## config.mk

```make
export PLATFORM = sky130hd
export DESIGN_NAME = matrix_serial_loader
export DESIGN_NICKNAME = d
export VERILOG_FILES = /design/src/rtl/matrix_serial_loader_pkg.sv /design/src/rtl/matrix_serial_loader_sync_edge_detect.sv /design/src/rtl/matrix_serial_loader.sv
export SDC_FILE = /design/constraint.sdc
export NUM_CORES = 1
export LEC_CHECK = 0
export CORE_MARGIN = 3
export CORE_UTILIZATION = 30
export CTS_CLUSTER_SIZE = 12
export DETAILED_ROUTE_END_ITERATION = 8
export SLEW_MARGIN = 20
export SYNTH_ARGS = -nofsm -noshare
export SYNTH_HDL_FRONTEND = slang
export SYNTH_SLANG_ARGS = --single-unit
```

## constraint.sdc

```tcl
create_clock -name clk -period 3.7 [get_ports clk]
set_input_delay 0.74 -clock clk [delete_from_list [all_inputs] [get_ports clk]]
set_output_delay 0.74 -clock clk [all_outputs]
set_load 0.01 [all_outputs]
```

## src/rtl/matrix_serial_loader_pkg.sv

```systemverilog
// matrix_serial_loader_pkg: sizes and FSM encoding shared with RAM A/B and the multiplier.
package matrix_serial_loader_pkg;

    localparam int DEF_DATA_W = 8;
    localparam int DEF_DEPTH  = 64;
    localparam int DEF_ADDR_W = 6;

    typedef enum logic [2:0] {
        IDLE,
        LOAD_A,
        LOAD_B,
        KICK,
        WAIT
    } state_e;

endpackage

```

## src/rtl/matrix_serial_loader_sync_edge_detect.sv

```systemverilog
// sync_edge_detect: 2-flop synchronizers for a strobe and its data bit, plus a rising-edge pulse on the strobe.
module sync_edge_detect (
    input  logic clk,
    input  logic rst,
    input  logic strb_i,
    input  logic dat_i,
    output logic strb_rise_o,
    output logic dat_o
);

    logic [2:0] strb_q;
    logic [1:0] dat_q;

    always_ff @(posedge clk or posedge rst) begin
        if (rst) begin
            strb_q <= '0;
            dat_q  <= '0;
        end else begin
            strb_q <= {strb_q[1:0], strb_i};
            dat_q  <= {dat_q[0], dat_i};
        end
    end

    assign strb_rise_o = strb_q[1] & ~strb_q[2];
    assign dat_o       = dat_q[1];

endmodule

```

## src/rtl/matrix_serial_loader.sv

```systemverilog
// matrix_serial_loader: assembles bit-serial switch input into words, fills RAM A then RAM B,
// kicks the multiplier and waits for it to finish.
module matrix_serial_loader
    import matrix_serial_loader_pkg::*;
#(
    parameter int DATA_W = DEF_DATA_W,
    parameter int DEPTH  = DEF_DEPTH,
    parameter int ADDR_W = DEF_ADDR_W
) (
    input  logic              clk,
    input  logic              rst,
    input  logic              load_en,
    input  logic              sdi,
    input  logic              sstb,
    input  logic              mult_done,
    output logic [ADDR_W-1:0] wr_addr,
    output logic [DATA_W-1:0] wr_data,
    output logic              we_a,
    output logic              we_b,
    output logic              start_mult,
    output logic              busy,
    output logic [ADDR_W:0]   word_cnt
);

    localparam int BIT_W = $clog2(DATA_W);
    localparam int CNT_W = ADDR_W + 1;

    state_e            state_q, state_d;
    logic [DATA_W-1:0] shreg_q, shreg_d, wr_data_q, wr_data_d;
    logic [BIT_W-1:0]  bit_cnt_q, bit_cnt_d;
    logic [ADDR_W-1:0] addr_q, addr_d;
    logic [CNT_W-1:0]  cnt_q, cnt_d;
    logic              we_a_q, we_a_d, we_b_q, we_b_d, start_q, start_d, hold_q, hold_d;
    logic              rise, sdi_s, take, last, wrote, full;

    sync_edge_detect u_sync (
        .clk         (clk),
        .rst         (rst),
        .strb_i      (sstb),
        .dat_i       (sdi),
        .strb_rise_o (rise),
        .dat_o       (sdi_s)
    );

    always_comb begin
        take    = rise && load_en && (state_q == LOAD_A || state_q == LOAD_B);
        last    = take && (bit_cnt_q == BIT_W'(DATA_W - 1));
        wrote   = we_a_q || we_b_q;
        full    = wrote && (addr_q == ADDR_W'(DEPTH - 1));
        state_d = state_q;
        case (state_q)
            IDLE:    state_d = (load_en && !hold_q) ? LOAD_A : IDLE;
            LOAD_A:  state_d = !load_en ? IDLE : (full ? LOAD_B : LOAD_A);
            LOAD_B:  state_d = !load_en ? IDLE : (full ? KICK : LOAD_B);
            KICK:    state_d = WAIT;
            WAIT:    state_d = mult_done ? IDLE : WAIT;
            default: state_d = IDLE;
        endcase
        // A finished run must see load_en drop before another load may begin
        hold_d    = (state_q == WAIT && mult_done) || (hold_q && load_en);
        shreg_d   = take ? {shreg_q[DATA_W-2:0], sdi_s} : shreg_q;
        bit_cnt_d = last ? '0 : bit_cnt_q + BIT_W'(take);
        we_a_d    = last && state_q == LOAD_A;
        we_b_d    = last && state_q == LOAD_B;
        wr_data_d = last ? shreg_d : wr_data_q;
        addr_d    = addr_q + ADDR_W'(wrote);
        cnt_d     = (full && state_q == LOAD_A) ? '0 : cnt_q + CNT_W'(wrote);
        start_d   = state_d == KICK;
        if (state_d == IDLE) begin
            shreg_d   = '0;
            bit_cnt_d = '0;
            addr_d    = '0;
            cnt_d     = '0;
        end
    end

    always_ff @(posedge clk or posedge rst) begin
        if (rst) begin
            state_q   <= IDLE;
            shreg_q   <= '0;
            bit_cnt_q <= '0;
            addr_q    <= '0;
            cnt_q     <= '0;
            wr_data_q <= '0;
            we_a_q    <= 1'b0;
            we_b_q    <= 1'b0;
            start_q   <= 1'b0;
            hold_q    <= 1'b0;
        end else begin
            state_q   <= state_d;
            shreg_q   <= shreg_d;
            bit_cnt_q <= bit_cnt_d;
            addr_q    <= addr_d;
            cnt_q     <= cnt_d;
            wr_data_q <= wr_data_d;
            we_a_q    <= we_a_d;
            we_b_q    <= we_b_d;
            start_q   <= start_d;
            hold_q    <= hold_d;
        end
    end

    assign wr_addr    = addr_q;
    assign wr_data    = wr_data_q;
    assign we_a       = we_a_q;
    assign we_b       = we_b_q;
    assign start_mult = start_q;
    assign busy       = state_q != IDLE;
    assign word_cnt   = cnt_q;

endmodule

```

==> impl_metrics.json <==
{
  "timing.fmax_ghz": 0.401,
  "grt_pass1_vias": 1143,
  "p_clk_share_pct": 38.0,
  "antennaDiodeCount": 0,
  "final_hold_viol_count": 0,
  "cts_resized": 0,
  "io_pins": 31,
  "cp.required_ns": 3.88,
  "synth_edf_count": 0,
  "routedWlPerCell_um": 12.1,
  "antenna_left": 0,
  "path_class": "input port to register",
  "clkTransAtPathRegs_ns": 0.08,
  "cp-start-kind": "input port",
  "tightest_slew_ns": 0.542,
  "rr_endpoint": "wr_data[3]",
  "p_int_uw": 639,
  "synthTopCellsByArea": "dfrtp_1, nor2_1, ha_1",
  "drive_gt1_share_pct": 13.6,
  "period_minus_slack_ns": 2.49,
  "yosysTopAreaCellShare_pct": 59.7,
  "cp_max_fo": 8,
  "fillers": 541,
  "avgViaCountPerCell": 4.52,
  "grt_pass1_wl_mm": 5.51,
  "nets": 195,
  "syn_area_um2": 1800,
  "switching_power_uw": 184,
  "synth_nets": 159,
  "mostFrequentLayoutCell": "dfrtp_1",
  "power_frac_seq_pct": 57.9,
  "powerDensity_nw_per_um2": 361,
  "drtIter0Drc": 34,
  "antenna_found_initial": 0,
  "layout_common_cells": "dfrtp_1, clkdlybuf4s50_1, nor2_1",
  "synth_seq_cells": 43,
  "core_area_um2": 5640,
  "avgSynthCellArea_um2": 12.3,
  "cts_setup_buffers": 0,
  "final-setup-viol-count": 0,
  "seq_area_frac_synth_pct": 59.7,
  "gr-total-overflow": 0,
  "r2r-start": "state_q[2]",
  "cts_tree": "done",
  "cts.sinks": 43,
  "ys_types": 35,
  "postCtsHoldBufs": 0,
  "area_growth_pct": 26.7,
  "irDropWorstVdd_uv": 302,
  "grt_usage_pct": 9.78,
  "drc": 0,
  "numCtsBuffers": 5,
  "skew_ns": 0.00731,
  "rsz0062_at_grt": "false",
  "timing.critical_path.to": "wr_data[3]",
  "p_leak_nw": 1.06,
  "vias": 1157,
  "gp_congestion": 0.725,
  "synth_cells": 147,
  "yosys_warnings": 0,
  "port_buffers": 30,
  "die_h_um": 83.5,
  "relSlewSlack_pct": 63.5,
  "drtPass1Iterations": 4,
  "slew_viol_final": 0,
  "ctsLongestPathBuffers": 2,
  "die_width_um": 83.5,
  "maxCapViolCount": 0,
  "power_uw": 824,
  "switching_share_pct": 22.4,
  "hp-class": "register to register",
  "initial_core_util_pct": 31.9,
  "fp-row-count": 27,
  "clkLatencyLatePin_ns": 0.29,
  "tns_ns": 0,
  "outcome": "completed",
  "die-area_um2": 6970,
  "ys.flop_type": "dfrtp_1",
  "async_reset_ff_share_pct": 100,
  "worstPathArrival_ns": 2.67,
  "crit_path_start": "load_en",
  "cts_root_buf": "clkbuf_8",
  "grt_max_degree": 31,
  "crit_path_end_kind": "register",
  "comb_power_share_pct": 4.1,
  "ff2ff_setup_slack_ns": 1.61,
  "hpwl_mm": 2.22,
  "r2r_cells": 4,
  "htreeDepth": 2,
  "yosysTopAreaCell": "dfrtp_1",
  "totalWireLength_mm": 3.11,
  "fin_crit_sh_pct": 67.4
}
metal layers:
layer	part of all wire, %	GRT usage [%]
met1	49	13.8
met2	45	14.6
met3	5.5	2.76
met4	0.93	3.07
met5	0	0
power groups by stage:
| stage | clock [mW] | sequential [mW] | combinational, mW |
|---|---|---|---|
| floorplan | 0 | 0.486 | 0.0202 |
| detailed placement | 0 | 0.486 | 0.0347 |
| global route | 0.344 | 0.478 | 0.0388 |
| global placement | 0 | 0.486 | 0.0346 |
| CTS | 0.328 | 0.477 | 0.0350 |
| finish | 0.313 | 0.477 | 0.0335 |
how the worst min path moves through the flow:
stage | to | cells past startpoint | slack (ns) | start
detailed placement | u_sync.dat_q[1] | 0 | 0.34 | u_sync.dat_q[0]
global placement | u_sync.strb_q[1] | 0 | 0.33 | u_sync.strb_q[0]
global route | u_sync.dat_q[1] | 0 | 0.36 | u_sync.dat_q[0]
CTS | u_sync.strb_q[1] | 0 | 0.36 | u_sync.strb_q[0]
floorplan | u_sync.dat_q[1] | 0 | 0.33 | u_sync.dat_q[0]
finish | u_sync.strb_q[1] | 0 | 0.35 | u_sync.strb_q[0]
final cells by class:
type,count,area (um^2),share of cell area [%]
Clock inverter,2,16.3,0.713
Multi-Input combinational cell,94,672,29.4
Sequential cell,43,1080,47.1
Tap cell,72,90.1,3.95
Inverter,6,22.5,0.987
Clock buffer,6,82.6,3.62
Timing Repair Buffer,33,323,14.1
per-stage QoR:
step	utilization [%]	worst slack, ns	cell area, um^2	cells	hold WS, ns
2_1_floorplan	-	1.49	1800	147	0.331
3_3_place_gp	38.7	0.933	2180	248	0.333
3_5_place_dp	38.7	0.869	2180	248	0.336
4_1_cts	40.5	1.19	2280	256	0.357
5_1_grt	40.5	1.09	2280	256	0.362
6_report	40.5	1.21	2280	256	0.354
logic make-up after synthesis:
| logic type | count (synthesis) | share of synthesized area [%] |
|---|---|---|
| adders and majority gates | 6 | 4.17 |
| xor gates and xnor gates | 11 | 5.35 |
| muxes | 15 | 9.51 |
| and+or+nand+nor | 54 | 15.2 |
| AOI/OAI and AO/OA | 8 | 3.06 |
| buffers and inverters | 10 | 2.99 |
| DFF | 43 | 59.7 |
synthesized netlist by cell type, types with 2 or more instances:
library cell / instances
dfrtp_1: 43
nor2_1: 22
mux2i_1: 7
nand3_1: 7
xor2_1: 7
ha_1: 6
inv_1: 5
mux2_2: 5
nand2_1: 4
nor3_1: 4
xnor2_1: 4
mux2_4: 3
nor2b_1: 3
a21oi_1: 2
buf_6: 2
nor3b_1: 2
o21ai_0: 2
or3_1: 2
flip-flops by register name (all words and copies together), names as in the netlist:
register       count
we_b               1
wr_addr            6
start_mult         1
word_cnt           7
hold_q             1
we_a               1
state_q            3
shreg_q            7
u_sync.dat_q       2
u_sync.strb_q      3
wr_data            8
bit_cnt_q          3
worst max-delay path, cell delays in order:
cell and delay [ns]:
clkdlybuf4s50_1 0.52, nand2b_1 0.14, or4b_4 0.54, nor2_2 0.35, mux2_2 0.38
Note: power is estimated with default switching activity, not from simulation.
==> variant (same flow settings) <==
The output `start_mult` loses its register stage (`start_q` becomes a continuous assignment).
--- a/src/rtl/matrix_serial_loader.sv
+++ b/src/rtl/matrix_serial_loader.sv
@@ -84,7 +84,6 @@
             wr_data_q <= '0;
             we_a_q    <= 1'b0;
             we_b_q    <= 1'b0;
-            start_q   <= 1'b0;
             hold_q    <= 1'b0;
         end else begin
             state_q   <= state_d;
@@ -95,10 +94,11 @@
             wr_data_q <= wr_data_d;
             we_a_q    <= we_a_d;
             we_b_q    <= we_b_d;
-            start_q   <= start_d;
             hold_q    <= hold_d;
         end
     end
+
+    assign start_q = start_d;
 
     assign wr_addr    = addr_q;
     assign wr_data    = wr_data_q;
Formal check against the unedited RTL: same outputs for any inputs over 10 cycles, from zero or initial values and one cycle with rst high; that may be too few to reach the edited logic, so the function may still have changed.
==> variant against the original RTL <==
Final cell count is 1.2% lower; power up 4.4%; worst setup slack lost 0.38 ns; routed wire length increased by 0.55%; final area decreased by 0.82%; synthesized area fell by 1.4%; sequential cell count decreased by 1; clock skew decreased by 0.0024 ns; critical path depth is 1 lower; register-to-register slack better by 0.02 ns; combinational power down 3%; clock power up 15%; largest cell class unchanged.
==> variant: results (changes against the original RTL) <==
- Synthesized net count: 158 (-0.63%)
- Non-CTS buffers: 32 (-3.0%)
- Critical path's top delay family: buffers and inverters
- Vias: 1,153 (-0.35%)
- Post-placement setup slack: 0.805 ns (-0.0641 ns)
- Synth-to-Final Area Change: 27.4%
- Worst hold endpoint: u_sync.dat_q[1]
- Final instance count without filler cells: 253 (-1.2%)
- Seq pwr: 0.466 mW (-2%)
- Crit path to: start_mult
- FF+latch area: 1050 µm² (-2.3%)
- Crit-path slowest cell: clkdlybuf4s50_1
- Max stage delay on crit path: 0.56 ns (+0.02 ns)
- Iteration-0 DRC Markers: 41 (+21%)
- Total GRT Usage: 10.1% (+0.33 points)
- First-pass GRT wire length: 5700 µm (+3.5%)
- Non-clock buffer share: 13.9% (-0.21 points)
- Layout cells sized above 1: 12.7% (-0.88 points)
- Clock network area share: 4.98% (+0.64 points)
- Hold Crit Start: u_sync.dat_q[0]
- Leakage: 1.06 nW (-0.85%)
- Clock power frac: 42.0% (+4.0 points)
- Outcome: completed
- Number of global-route vias before repair: 1,255 (+9.8%)
- NumNets Final: 193 (-1.0%)
- Max FO, Critical Path: 4 (-4)
## variant: cell count changes in the layout (fill, tap and decap cells not counted)
cell	unedited run	this run
clkinvlp_4	1	0
buf_4	3	2
dfrtp_1	43	42
bufinv_16	0	1
clkinv_4	1	0
## variant: layer usage
layer  vias to the layer above  GRT usage [%]  share of wire [%]
met5                         -              0                  0
met3                         5           4.17                5.3
met2                        30           16.3                 46
met4                         0           3.12                1.3
met1                       557           12.3                 47
li1                        561              -                  -
## variant: logic make-up (layout without fill, tap and decap cells)
kind of cell | after synthesis | count (layout) | synth area share, %
AO/OA/AOI/OAI | 8 | 8 | 3.10
XOR/XNOR | 11 | 11 | 5.42
adder cells (fa/ha/maj) | 6 | 6 | 4.23
buffers and inverters | 10 | 45 | 3.03
flip-flops | 42 | 42 | 59.2
multiplexers | 15 | 15 | 9.65
AND/OR/NAND/NOR | 54 | 54 | 15.4
